<file path="src/rtl/udp_src_arbiter_pkg.sv">
// Shared definitions for the two-source UDP payload arbiter:
// FSM encoding, read-data mux selects, counter width and tag byte layout.
package udp_src_arbiter_pkg;

    localparam int SEQ_W = 7;
    localparam int CNT_W = 11;

    localparam logic [1:0] ST_IDLE  = 2'd0;
    localparam logic [1:0] ST_TAG   = 2'd1;
    localparam logic [1:0] ST_DATA  = 2'd2;
    localparam logic [1:0] ST_DRAIN = 2'd3;

    localparam logic [1:0] SEL_NONE = 2'd0;
    localparam logic [1:0] SEL_TAG  = 2'd1;
    localparam logic [1:0] SEL_SRC0 = 2'd2;
    localparam logic [1:0] SEL_SRC1 = 2'd3;

    typedef logic [SEQ_W-1:0] seq_t;

    typedef struct packed {
        logic gid;
        seq_t seq;
    } tag_t;

    function automatic logic [7:0] make_tag(input logic gid, input seq_t seq);
        tag_t t;
        t.gid = gid;
        t.seq = seq;
        return t;
    endfunction

endpackage

</file>
<file path="src/rtl/udp_src_arbiter_if.sv">
// Bus between the arbiter, its two source FIFOs and the UDP sender.
// master = arbiter side, slave = FIFOs plus sender side.
interface udp_src_arbiter_if;
    import udp_src_arbiter_pkg::*;

    logic [7:0]       src0_data;
    logic             src0_rd_en;
    logic [CNT_W-1:0] src0_rnum;
    logic [7:0]       src1_data;
    logic             src1_rd_en;
    logic [CNT_W-1:0] src1_rnum;
    logic [7:0]       rd_data;
    logic             rd_en;
    logic [CNT_W-1:0] Rnum;
    logic             busy;

    modport master (
        input  src0_data, src0_rnum, src1_data, src1_rnum, rd_en,
        output src0_rd_en, src1_rd_en, rd_data, Rnum, busy
    );

    modport slave (
        output src0_data, src0_rnum, src1_data, src1_rnum, rd_en,
        input  src0_rd_en, src1_rd_en, rd_data, Rnum, busy
    );

endinterface

</file>
<file path="src/rtl/udp_src_arbiter_rr_pick.sv">
// Two-way round-robin select: combinational, zero latency, no backpressure.
// With both requesters eligible the pointer decides; otherwise the single eligible one wins.
module udp_rr_pick (
    input  logic [1:0] elig,
    input  logic       ptr,
    output logic       vld,
    output logic       pick
);

    assign vld  = |elig;
    assign pick = (elig == 2'b11) ? ptr : elig[1];

endmodule

</file>
<file path="src/rtl/udp_src_arbiter.sv">
// Grants one of two byte FIFOs per UDP payload, prefixing a {source, sequence} tag byte.
// rd_data follows rd_en by one cycle; the sender paces reads via rd_en against the advertised Rnum.
module udp_src_arbiter
    import udp_src_arbiter_pkg::*;
#(
    parameter logic [15:0] DATA_SIZE = 16'd961
) (
    input  logic              clk,
    input  logic              rst,
    udp_src_arbiter_if.master bus
);

    localparam logic [CNT_W-1:0] PKT_LEN  = DATA_SIZE[CNT_W-1:0];
    localparam logic [CNT_W-1:0] LAST_CNT = PKT_LEN - 11'd1;
    localparam logic [15:0]      ELIG_MIN = DATA_SIZE - 16'd1;

    logic [1:0]       state_q;
    logic [1:0]       sel_q;
    logic [CNT_W-1:0] cnt_q;
    logic             grant_q;
    logic             ptr_q;
    seq_t             seq0_q;
    seq_t             seq1_q;

    logic [1:0] elig;
    logic       pick_vld;
    logic       pick_id;
    logic       active;
    logic       rd_take;
    logic       fwd;

    // Eligibility only matters in IDLE; the grant is held for the whole packet.
    assign elig[0] = {5'd0, bus.src0_rnum} >= ELIG_MIN;
    assign elig[1] = {5'd0, bus.src1_rnum} >= ELIG_MIN;

    udp_rr_pick u_pick (
        .elig (elig),
        .ptr  (ptr_q),
        .vld  (pick_vld),
        .pick (pick_id)
    );

    assign active  = (state_q == ST_TAG) || (state_q == ST_DATA);
    assign rd_take = bus.rd_en && active && !rst;
    assign fwd     = rd_take && (state_q == ST_DATA);

    assign bus.src0_rd_en = fwd && !grant_q;
    assign bus.src1_rd_en = fwd && grant_q;
    assign bus.busy       = active && !rst;
    assign bus.Rnum       = (active && !rst) ? (PKT_LEN - cnt_q) : '0;

    // sel_q is captured with the read strobe so the tag and FIFO bytes line up one cycle later.
    always_comb begin
        bus.rd_data = 8'h00;
        if (!rst) begin
            case (sel_q)
                SEL_TAG:  bus.rd_data = make_tag(grant_q, grant_q ? seq1_q : seq0_q);
                SEL_SRC0: bus.rd_data = bus.src0_data;
                SEL_SRC1: bus.rd_data = bus.src1_data;
                default:  bus.rd_data = 8'h00;
            endcase
        end
    end

    always_ff @(posedge clk) begin
        if (rst) begin
            state_q <= ST_IDLE;
            sel_q   <= SEL_NONE;
            cnt_q   <= '0;
            grant_q <= 1'b0;
            ptr_q   <= 1'b0;
            seq0_q  <= '0;
            seq1_q  <= '0;
        end else begin
            sel_q <= SEL_NONE;
            if (rd_take) begin
                sel_q <= (state_q == ST_TAG) ? SEL_TAG : (grant_q ? SEL_SRC1 : SEL_SRC0);
                cnt_q <= cnt_q + 11'd1;
            end
            case (state_q)
                ST_IDLE: begin
                    if (pick_vld) begin
                        grant_q <= pick_id;
                        cnt_q   <= '0;
                        state_q <= ST_TAG;
                    end
                end
                ST_TAG: begin
                    if (rd_take) state_q <= ST_DATA;
                end
                ST_DATA: begin
                    if (rd_take && cnt_q == LAST_CNT) state_q <= ST_DRAIN;
                end
                default: begin
                    if (grant_q) seq1_q <= seq1_q + 1'b1;
                    else         seq0_q <= seq0_q + 1'b1;
                    ptr_q   <= ~grant_q;
                    cnt_q   <= '0;
                    state_q <= ST_IDLE;
                end
            endcase
        end
    end

endmodule

</file>
<file path="src/flat_wrapper.sv">
// flat-port wrapper written by rule: the top's interface ports become plain ports
module udp_src_arbiter_flat import udp_src_arbiter_pkg::*;
#(
    parameter logic [15:0] DATA_SIZE = 16'd961
)
  (clk, rst, bus_src0_data, bus_src0_rnum, bus_src1_data, bus_src1_rnum, bus_rd_en, bus_src0_rd_en, bus_src1_rd_en, bus_rd_data, bus_Rnum, bus_busy);
  udp_src_arbiter_if bus_i ();
  input  logic clk;
  input  logic rst;
  input wire logic [$bits(bus_i.src0_data)-1:0] bus_src0_data;
  input wire logic [$bits(bus_i.src0_rnum)-1:0] bus_src0_rnum;
  input wire logic [$bits(bus_i.src1_data)-1:0] bus_src1_data;
  input wire logic [$bits(bus_i.src1_rnum)-1:0] bus_src1_rnum;
  input wire logic [$bits(bus_i.rd_en)-1:0] bus_rd_en;
  output wire logic [$bits(bus_i.src0_rd_en)-1:0] bus_src0_rd_en;
  output wire logic [$bits(bus_i.src1_rd_en)-1:0] bus_src1_rd_en;
  output wire logic [$bits(bus_i.rd_data)-1:0] bus_rd_data;
  output wire logic [$bits(bus_i.Rnum)-1:0] bus_Rnum;
  output wire logic [$bits(bus_i.busy)-1:0] bus_busy;
  assign bus_i.src0_data = bus_src0_data;
  assign bus_i.src0_rnum = bus_src0_rnum;
  assign bus_i.src1_data = bus_src1_data;
  assign bus_i.src1_rnum = bus_src1_rnum;
  assign bus_i.rd_en = bus_rd_en;
  assign bus_src0_rd_en = bus_i.src0_rd_en;
  assign bus_src1_rd_en = bus_i.src1_rd_en;
  assign bus_rd_data = bus_i.rd_data;
  assign bus_Rnum = bus_i.Rnum;
  assign bus_busy = bus_i.busy;
  udp_src_arbiter #(.DATA_SIZE(DATA_SIZE)) u_core (.clk(clk), .rst(rst), .bus(bus_i));
endmodule
</file>
<file path="config.mk">
export PLATFORM = sky130hd
export DESIGN_NAME = udp_src_arbiter_flat
export DESIGN_NICKNAME = d
export VERILOG_FILES = /design/src/rtl/udp_src_arbiter_pkg.sv /design/src/rtl/udp_src_arbiter_if.sv /design/src/rtl/udp_src_arbiter_rr_pick.sv /design/src/rtl/udp_src_arbiter.sv /design/src/flat_wrapper.sv
export SDC_FILE = /design/constraint.sdc
export NUM_CORES = 1
export LEC_CHECK = 0
export CORE_ASPECT_RATIO = 1.1
export CORE_MARGIN = 2
export CORE_UTILIZATION = 38
export DETAILED_ROUTE_END_ITERATION = 8
export PLACE_DENSITY = 0.68
export SETUP_SLACK_MARGIN = 0.2
export SLEW_MARGIN = 30
export SYNTH_ARGS = -nofsm -noshare
export SYNTH_HDL_FRONTEND = slang
export SYNTH_SLANG_ARGS = --single-unit
</file>
<file path="constraint.sdc">
create_clock -name clk -period 2.4 [get_ports clk]
set_input_delay 0.6 -clock clk [delete_from_list [all_inputs] [get_ports clk]]
set_output_delay 0.6 -clock clk [all_outputs]
set_load 0.02 [all_outputs]
</file>
Yosys cells after proc, flatten, opt, wreduce, memory -nomap -nowiden. Index checks and enable logic that the tools add are counted. W data, S select, Z words.

Register bits after elaboration: 31. Input port bits: 41. Output and inout port bits: 22. Word-level logic and storage cells: 61.

Add/sub/neg operators: 4. Magnitude comparators: 2. Eq/ne operators: 10. Muxes and demuxes: 14. Bitwise logic cells: 3. Reduce and logical (&&, ||, !) cells: 20.

Operator list (number): $mux W11 (3); $pmux W8 S3 (1); $ge A11 B10 Y1 const B (2); $pmux W11 S2 (1); $add A7 B1 Y7 const B (2); $add A11 B1 Y11 const B (1); $eq A11 B10 Y1 const B (1); $sub A10 B11 Y11 const A (1); $eq A2 B2 Y1 const B (4); $mux W8 (1); $logic_and A1 B1 Y1 (7); $mux W7 (1); $mux W2 (3); $pmux W2 S3 (1); $reduce_and A2 Y1 (3); $reduce_or A2 Y1 (3); $reduce_or A3 Y1 (2); $eq A2 B1 Y1 const B (2); $ne A2 B1 Y1 const B (2); $mux W1 (3); $not A1 Y1 (3); $reduce_and A3 Y1 (1); $logic_not A1 Y1 (2); $logic_not A2 Y1 (1); other kinds (2) (2).

Depth between registers and ports, before layout. Gate-level depths: netlist (run 1).

Depth in word-level cells: 7. Depth in mapped cells: 7. Mapped depth without buffers: 7.

Cells and area by module. A second synthesis (run 1) with hierarchy kept.

Cells, all modules: 253. Area, all modules: 2000.7 sq um.

By module, submodules not included: udp_src_arbiter (times used 1, cells each 250, area each 1983.2 sq um, sequential area each 620.6 sq um); udp_rr_pick (times used 1, cells each 3, area each 17.5 sq um, sequential area each 0.0 sq um).

Worst setup path after synthesis (run 1). OpenSTA, ideal clock, no wires.

Kind: flip-flop to output port. Start: register u_core.state_q[0]. End: output bus_Rnum[5]. Arrival: 1566 ps. Required time: 1800 ps. Slack: 234 ps. Stages on the path, launching flop included: 6. Path buffers: 1. Path through: dfxtp_1 -> inv_1 -> ha_1 -> nand2b_1 -> clkbuf_1 -> a211oi_1.

Cells in the longest elaborated chain, start to end: 4. Elaborated cells on any way between the ends: 5. Classes of those cells: 2 x eq/ne; 1 x mux; 2 x reduce/logical.

RTL lines: start: declaration (RTL line udp_src_arbiter.sv:17) `logic [1:0] state_q;`; start signal: assignment (RTL line udp_src_arbiter.sv:67) `state_q <= ST_IDLE;`; start signal: assignment (RTL line udp_src_arbiter.sv:85) `state_q <= ST_TAG;`; start signal: assignment (RTL line udp_src_arbiter.sv:89) `if (rd_take) state_q <= ST_DATA;`; $eq A2 B1 Y1 / $eq A2 B2 Y1 (equally long branches) (RTL line udp_src_arbiter.sv:43) `assign active = (state_q == ST_TAG) || (state_q == ST_DATA);`; $logic_or A1 B1 Y1 (*) (RTL line udp_src_arbiter.sv:43); $logic_and A1 B1 Y1 (*) (RTL line udp_src_arbiter.sv:50) `assign bus.Rnum = (active && !rst) ? (PKT_LEN - cnt_q) : '0;`; $mux W11 (*) (RTL line udp_src_arbiter.sv:50); end: declaration (RTL line flat_wrapper.sv:18) `output wire logic [$bits(bus_i.Rnum)-1:0] bus_Rnum;`.

Every way passes the cells marked *; elsewhere a longest branch is shown, timed or not.

Worst setup path in the final report (run 1).
Start: input bus_src1_data[2]. End: output bus_rd_data[2].

Cells in the longest elaborated chain, start to end: 2.

RTL lines: start: declaration (RTL line flat_wrapper.sv:12) `input wire logic [$bits(bus_i.src1_data)-1:0] bus_src1_data;`; $pmux W8 S3 (RTL line udp_src_arbiter.sv:56) `case (sel_q)`; $mux W8 (RTL line udp_src_arbiter.sv:55) `if (!rst) begin`; end: declaration (RTL line flat_wrapper.sv:17) `output wire logic [$bits(bus_i.rd_data)-1:0] bus_rd_data;`.

Every way passes these cells.

==> results of run 1 <==
==> power groups by stage <==
stage | clock network, W | logic, W | registers, W
finish | 0.000526 | 0.000597 | 0.000580
global route | 0.000562 | 0.000652 | 0.000584
CTS | 0.000543 | 0.000609 | 0.000575
detailed placement | 0 | 0.000573 | 0.000585
global placement | 0 | 0.000567 | 0.000584
floorplan | 0 | 0.000336 | 0.000570
==> state kept, by name, summed over array words and instances, names as in the netlist <==
signal	count
u_core.cnt_q	11
u_core.sel_q	2
u_core.ptr_q	1
u_core.seq1_q	7
u_core.grant_q	1
u_core.seq0_q	7
u_core.state_q	2
==> worst min path at each step <==
stage / startpoint / to / slack (ns) / depth (start not counted)
after floorplan: u_core.ptr_q$_SDFFE_PP0N_ / u_core.ptr_q$_SDFFE_PP0N_ / 0.45 / 2
after global placement: u_core.ptr_q$_SDFFE_PP0N_ / u_core.ptr_q$_SDFFE_PP0N_ / 0.47 / 2
after detailed placement: u_core.seq1_q[1]$_SDFFE_PP0P_ / u_core.seq1_q[1]$_SDFFE_PP0P_ / 0.48 / 2
after CTS: u_core.seq1_q[1]$_SDFFE_PP0P_ / u_core.seq1_q[1]$_SDFFE_PP0P_ / 0.49 / 2
after global routing: u_core.ptr_q$_SDFFE_PP0N_ / u_core.ptr_q$_SDFFE_PP0N_ / 0.52 / 2
final: u_core.seq1_q[1]$_SDFFE_PP0P_ / u_core.seq1_q[1]$_SDFFE_PP0P_ / 0.49 / 2
==> per-layer routing <==
layer	part of all wire (%)	GRT usage, %	wire length, um	up-vias
li1	-	-	-	972
met1	46	21.4	2160	893
met2	45	27.7	2100	58
met3	6.4	3.91	297	6
met5	0	0	0	-
met4	1.9	7.78	90	0
==> through the flow <==
step | total power, W | setup TNS [ns]
finish | 0.00170 | 0
global route | 0.00180 | 0
CTS | 0.00173 | 0
detailed placement | 0.00116 | -5.60
global placement | 0.00115 | -5.48
floorplan | 0.000905 | 0
==> layout make-up <==
cell class / count / area share, %
Inverter: 10 / 1.32
Sequential cell: 31 / 22.0
Timing Repair Buffer: 70 / 21.3
Clock inverter: 2 / 1.23
Multi-Input combinational cell: 199 / 48.7
Tap cell: 58 / 2.55
Clock buffer: 6 / 2.90
==> critical path, cell delays in order <==
cell             delay, ns
clkdlybuf4s50_1       0.39
mux2_2                0.27
a21oi_2               0.13
nor2_1                0.04
buf_4                 0.16
==> what timing repair did <==
| action | in CTS | in global routing |
|---|---|---|
| pin swaps | 8 | 5 |
| hold buffers | 0 | 0 |
| resized for setup | 113 | 27 |
| endpoints found under the setup margin | 22 | 19 |
| setup buffers | 0 | 0 |
==> layout by cell type, fill, tap and decap left out, drive strengths merged, types with 4 or more instances in the layout <==
| master | count |
|---|---|
| mux2i | 8 |
| nand3 | 5 |
| dlymetal6s2s | 7 |
| nand2 | 20 |
| clkdlybuf4s50 | 17 |
| xnor2 | 18 |
| nor2 | 59 |
| dfxtp | 31 |
| ha | 11 |
| mux2 | 8 |
| nor3 | 9 |
| o21ai | 5 |
| xor2 | 8 |
| or3 | 4 |
| dlygate4sd2 | 5 |
| inv | 10 |
| buf | 40 |
| clkbuf | 6 |
| a21oi | 19 |
==> cells by family after synthesis <==
kind of cell    after synthesis
simple gates                111
compound gates               35
flops                        31
xor+xnor                     26
buf+inv                      22
mux                          16
fa+ha+maj                    11
==> impl_metrics.json, run 1 <==
{
  "area_delta_synth_final_pct": 43.6,
  "grt.total_usage_pct": 17.1,
  "fin_crit_ns": 2.20,
  "rsz0062_at_grt": "yes",
  "die_h_um": 79.7,
  "clock_path_buffers": 2,
  "synth_xor_xnor_area_share_pct": 11.5,
  "drive_above_1_share_pct": 27.7,
  "multi_input_area_sq_mm": 0.00138,
  "finalWirelength_um": 4650,
  "grt_max_degree": 31,
  "r2r_end": "u_core.cnt_q[9]$_SDFF_PP0_",
  "dp_slack_ns": -0.369,
  "power.switching_w": 0.000536,
  "hold_path_class": "reg2reg",
  "fin_hold_ws_ns": 0.494,
  "ys_seq_elements": 31,
  "insertion_delay_ns": 0.28,
  "synthSimpleGateAreaFrac_pct": 25.0,
  "crit_end": "bus_rd_data[2]",
  "nNetsFinal": 369,
  "chipWidth_um": 72.8,
  "crit_type": "in2out",
  "switching_share_pct": 31.5,
  "dp.cells": 368,
  "p_leak_nw": 1.18,
  "slew_headroom_pct": 73.9,
  "place_area_sq_mm": 0.00266,
  "clkPwrFrac_pct": 30.9,
  "pwr-share-comb_pct": 35.1,
  "drc": 0,
  "yosysSeqAreaShare_pct": 31.3,
  "synthMostInstantiatedCell": "nor2_1",
  "max_freq_mhz": 455,
  "synth_top_cells_by_count": "nor2_1 (59), dfxtp_1 (31), a21oi_1 (19), nand2_1 (19), xnor2_1 (18)",
  "fillerInstances": 488,
  "startpoint": "bus_src1_data[2]",
  "slew_violations": 0,
  "ir_worst_vdd_mv": 0.291,
  "required_ns": 1.80,
  "async_flop_share_pct": 0,
  "cp-end-kind": "primary output",
  "drt-initial-drc-count": 70,
  "synth_ff_type": "dfxtp_1",
  "antenna_found_initial": 0,
  "seqCellArea_sq_um": 626,
  "seqPwrFrac_pct": 34.1,
  "synth_nets": 304,
  "setup_viol": 0,
  "ys_warn_count": 0,
  "ant_nets": 0,
  "synth.area.top_cells": "dfxtp_1 (31%), nor2_1 (11%), xnor2_1 (8.0%), ha_1 (6.9%), a21oi_1 (4.8%)",
  "dpl.hpwl_um": 3440,
  "vias": 1929,
  "viasPerCell": 5.13,
  "final_area_sq_mm": 0.00284,
  "yosysUniqueCellTypes": 38,
  "path_max_fanout": 1,
  "final_core_util_pct": 56.9,
  "synth_edf_count": 0,
  "clk_pin_slew_ns": 0.06,
  "max_cap_viol_count": 0,
  "finalHoldViolCount": 0,
  "fin_crit_sh_pct": 91.5,
  "port-buffer-count": 50,
  "dieArea_sq_mm": 0.00581,
  "yosysTopAreaCellShare_pct": 31.3,
  "io_pins": 63,
  "routedWlPerCell_um": 12.4,
  "reg2reg_slack_ns": 0.60,
  "p_int_w": 0.00117,
  "clockRootBuffer": "clkbuf_8",
  "layout.cells.non_filler": 376,
  "num_rows": 27,
  "cts_tree": "built",
  "h-tree-depth": 2,
  "postLayoutSetupSlackWorst_ns": 0.203,
  "status": "completed",
  "initial_utilization_pct": 39.6,
  "start_kind": "primary input",
  "globalRouteOverflowTotal": 0,
  "core_area_sq_mm": 0.00500,
  "cellPowerDensity_mw_per_mm2": 598,
  "dr.pass1.iters": 4,
  "syn-mean-instance-area_sq_um": 7.86,
  "synth_top_family_by_area": "simple AND/OR/NAND/NOR gates",
  "r2r-start": "u_core.state_q[1]$_SDFFE_PP0P_",
  "yosys.area.top_type": "dfxtp_1",
  "tightest_slew_ns": 0.391,
  "crit_arrival_ns": 1.60,
  "grt_pass1_vias": 1730,
  "place_congestion": 0.832,
  "clock-skew-final_ns": 0.00738,
  "synthCells": 252,
  "synth_compound_area_share_pct": 12.1,
  "synthAdderAreaFrac_pct": 6.95,
  "antenna_cells": 0,
  "grt_pass1_wl_um": 7820,
  "cts.sinks": 31,
  "cts_buffers": 5,
  "muxShareOfSynthArea_pct": 8.59,
  "r2r_cells": 8,
  "syn_area_sq_mm": 0.00198
}
(Power assumes the default switching activity.)
==> run 2, diff against run 1 <==
Settings changed: CORE_MARGIN 2 to 5.
==> run 2 against run 1 <==
  * Fmax is 0.51% lower
  * Sequential cell count stayed put
  * Worst setup slack worse by 0.011 ns
  * Critical endpoint is now bus_rd_data[4]
  * Die area is 16% higher
  * Critical path depth stayed put
  * Clock skew is 0.0029 ns lower
==> impl_metrics.json, run 2 (synthesized netlist as in run 1, its figures left out) <==
{
  "status": "completed",
  "r2r_end": "u_core.state_q[0]$_SDFFE_PP0P_",
  "chipWidth_um": 78.8,
  "core_area_sq_mm": 0.00503,
  "num_rows": 27,
  "slew_headroom_pct": 72.4,
  "insertion_delay_ns": 0.29,
  "wl_met3_um": 313,
  "crit_end": "bus_rd_data[4]",
  "final_common_cell": "nor2_1",
  "clockRootBuffer": "clkbuf_8",
  "clock-skew-final_ns": 0.00445,
  "seqPwrFrac_pct": 33.5,
  "antenna_found_initial": 0,
  "fin_crit_sh_pct": 92.0,
  "pwr-share-comb_pct": 36.0,
  "p_leak_nw": 1.17,
  "finalHoldViolCount": 0,
  "path_max_fanout": 1,
  "grt_pass1_wl_um": 8520,
  "startpoint": "bus_src0_data[4]",
  "largest_register_ffs": 11,
  "dp_slack_ns": -0.394,
  "setup_viol": 0,
  "postLayoutSetupSlackWorst_ns": 0.192,
  "rsz0062_at_grt": "yes",
  "p_int_w": 0.00120,
  "r2r_cells": 6,
  "hold_depth": 2,
  "grt_max_degree": 31,
  "layout.cells.non_filler": 379,
  "die_h_um": 85.7,
  "start_kind": "primary input",
  "fin_crit_ns": 2.21,
  "clock_path_buffers": 2,
  "grt_pass1_vias": 1933,
  "tightest_slew_ns": 0.414,
  "crit_arrival_ns": 1.61,
  "r2r-start": "u_core.cnt_q[1]$_SDFF_PP0_",
  "switching_share_pct": 31.6,
  "nNetsFinal": 372,
  "drc": 0,
  "grt.total_usage_pct": 15.4,
  "cts_tree": "built",
  "ant_nets": 0,
  "clkPwrFrac_pct": 30.5,
  "dp.cells": 371,
  "max_freq_mhz": 453,
  "cellPowerDensity_mw_per_mm2": 616,
  "cp-end-kind": "primary output",
  "cts_buffers": 5,
  "slew_violations": 0,
  "cts_setup_buffers": 0,
  "crit_type": "in2out",
  "io_pins": 63,
  "finalWirelength_um": 4970,
  "dr.pass1.iters": 4,
  "power.switching_w": 0.000553,
  "top_layer_used": "met4",
  "routedWlPerCell_um": 13.1,
  "reg2reg_slack_ns": 0.54,
  "dieArea_sq_mm": 0.00676,
  "cts_hold_buf": 0,
  "required_ns": 1.80,
  "max_cap_viol_count": 0,
  "wl_met2_um": 2340,
  "cts.sinks": 31,
  "antenna_cells": 0,
  "drive_above_1_share_pct": 26.8,
  "viasPerCell": 5.08,
  "hold_path_class": "reg2reg",
  "layout_common_cells": "nor2_1 (59), buf_4 (31), dfxtp_1 (27)",
  "area_delta_synth_final_pct": 43.4,
  "final_core_util_pct": 56.4,
  "tns_ns": 0,
  "globalRouteOverflowTotal": 0,
  "fin_hold_ws_ns": 0.502,
  "place_congestion": 0.815,
  "initial_utilization_pct": 39.3,
  "h-tree-depth": 2,
  "m1WireLength_um": 2250,
  "dpl.hpwl_um": 3560,
  "port-buffer-count": 50,
  "drt-initial-drc-count": 61,
  "ir_worst_vdd_mv": 0.371,
  "clk_pin_slew_ns": 0.07,
  "top_regs": "u_core.cnt_q (11), u_core.seq0_q (7), u_core.seq1_q (7)",
  "regMostFlops": "u_core.cnt_q",
  "vias": 1927
}
run 2: through the flow:
step                      total power [W]  cell area [sq um]
after CTS                         0.00175               2820
after floorplan                  0.000905               1980
final                             0.00175               2840
after global placement            0.00118               2670
after detailed placement          0.00119               2670
after global routing              0.00185               2840
run 2: power by group through the flow:
stage | clock (W) | combinational (W) | sequential [W]
2_1_floorplan | 0 | 0.000336 | 0.000570
3_3_place_gp | 0 | 0.000592 | 0.000588
3_5_place_dp | 0 | 0.000597 | 0.000589
4_1_cts | 0.000544 | 0.000628 | 0.000580
5_1_grt | 0.000570 | 0.000688 | 0.000590
6_report | 0.000534 | 0.000631 | 0.000586
run 2: layout make-up:
class,count,area (sq um)
flip-flops and latches,31,628
fillers,489,2190
clock buffers,6,82.6
multi-input cells,199,1370
repair buffers,73,616
inverters,10,37.5
clock inverters,2,35.0
well taps,58,72.6
run 2: worst min path at each step:
stage | startpoint | to | slack (ns)
2_1_floorplan | u_core.ptr_q$_SDFFE_PP0N_ | u_core.ptr_q$_SDFFE_PP0N_ | 0.45
4_1_cts | u_core.ptr_q$_SDFFE_PP0N_ | u_core.ptr_q$_SDFFE_PP0N_ | 0.51
3_5_place_dp | u_core.ptr_q$_SDFFE_PP0N_ | u_core.ptr_q$_SDFFE_PP0N_ | 0.49
5_1_grt | u_core.seq1_q[1]$_SDFFE_PP0P_ | u_core.seq1_q[1]$_SDFFE_PP0P_ | 0.54
6_report | u_core.ptr_q$_SDFFE_PP0N_ | u_core.ptr_q$_SDFFE_PP0N_ | 0.50
3_3_place_gp | u_core.ptr_q$_SDFFE_PP0N_ | u_core.ptr_q$_SDFFE_PP0N_ | 0.48
run 2: repair_timing:
item / 4_1_cts / 5_1_grt
gates resized for setup: 110 / 26
endpoints found under the setup margin: 22 / 19
pin swaps: 8 / 7
gates cloned: 0 / 0
run 2: critical path, cell delays in order:
cell	delay [ns]
clkdlybuf4s50_1	0.41
mux2_4	0.28
a21oi_2	0.11
nor2_1	0.05
buf_4	0.16
run 2: metal layers:
metal | vias to the layer above | track usage (%)
met4 | 0 | 5.16
met3 | 6 | 4.10
met5 | - | 0
met2 | 48 | 26.4
met1 | 895 | 18.5
li1 | 978 | -
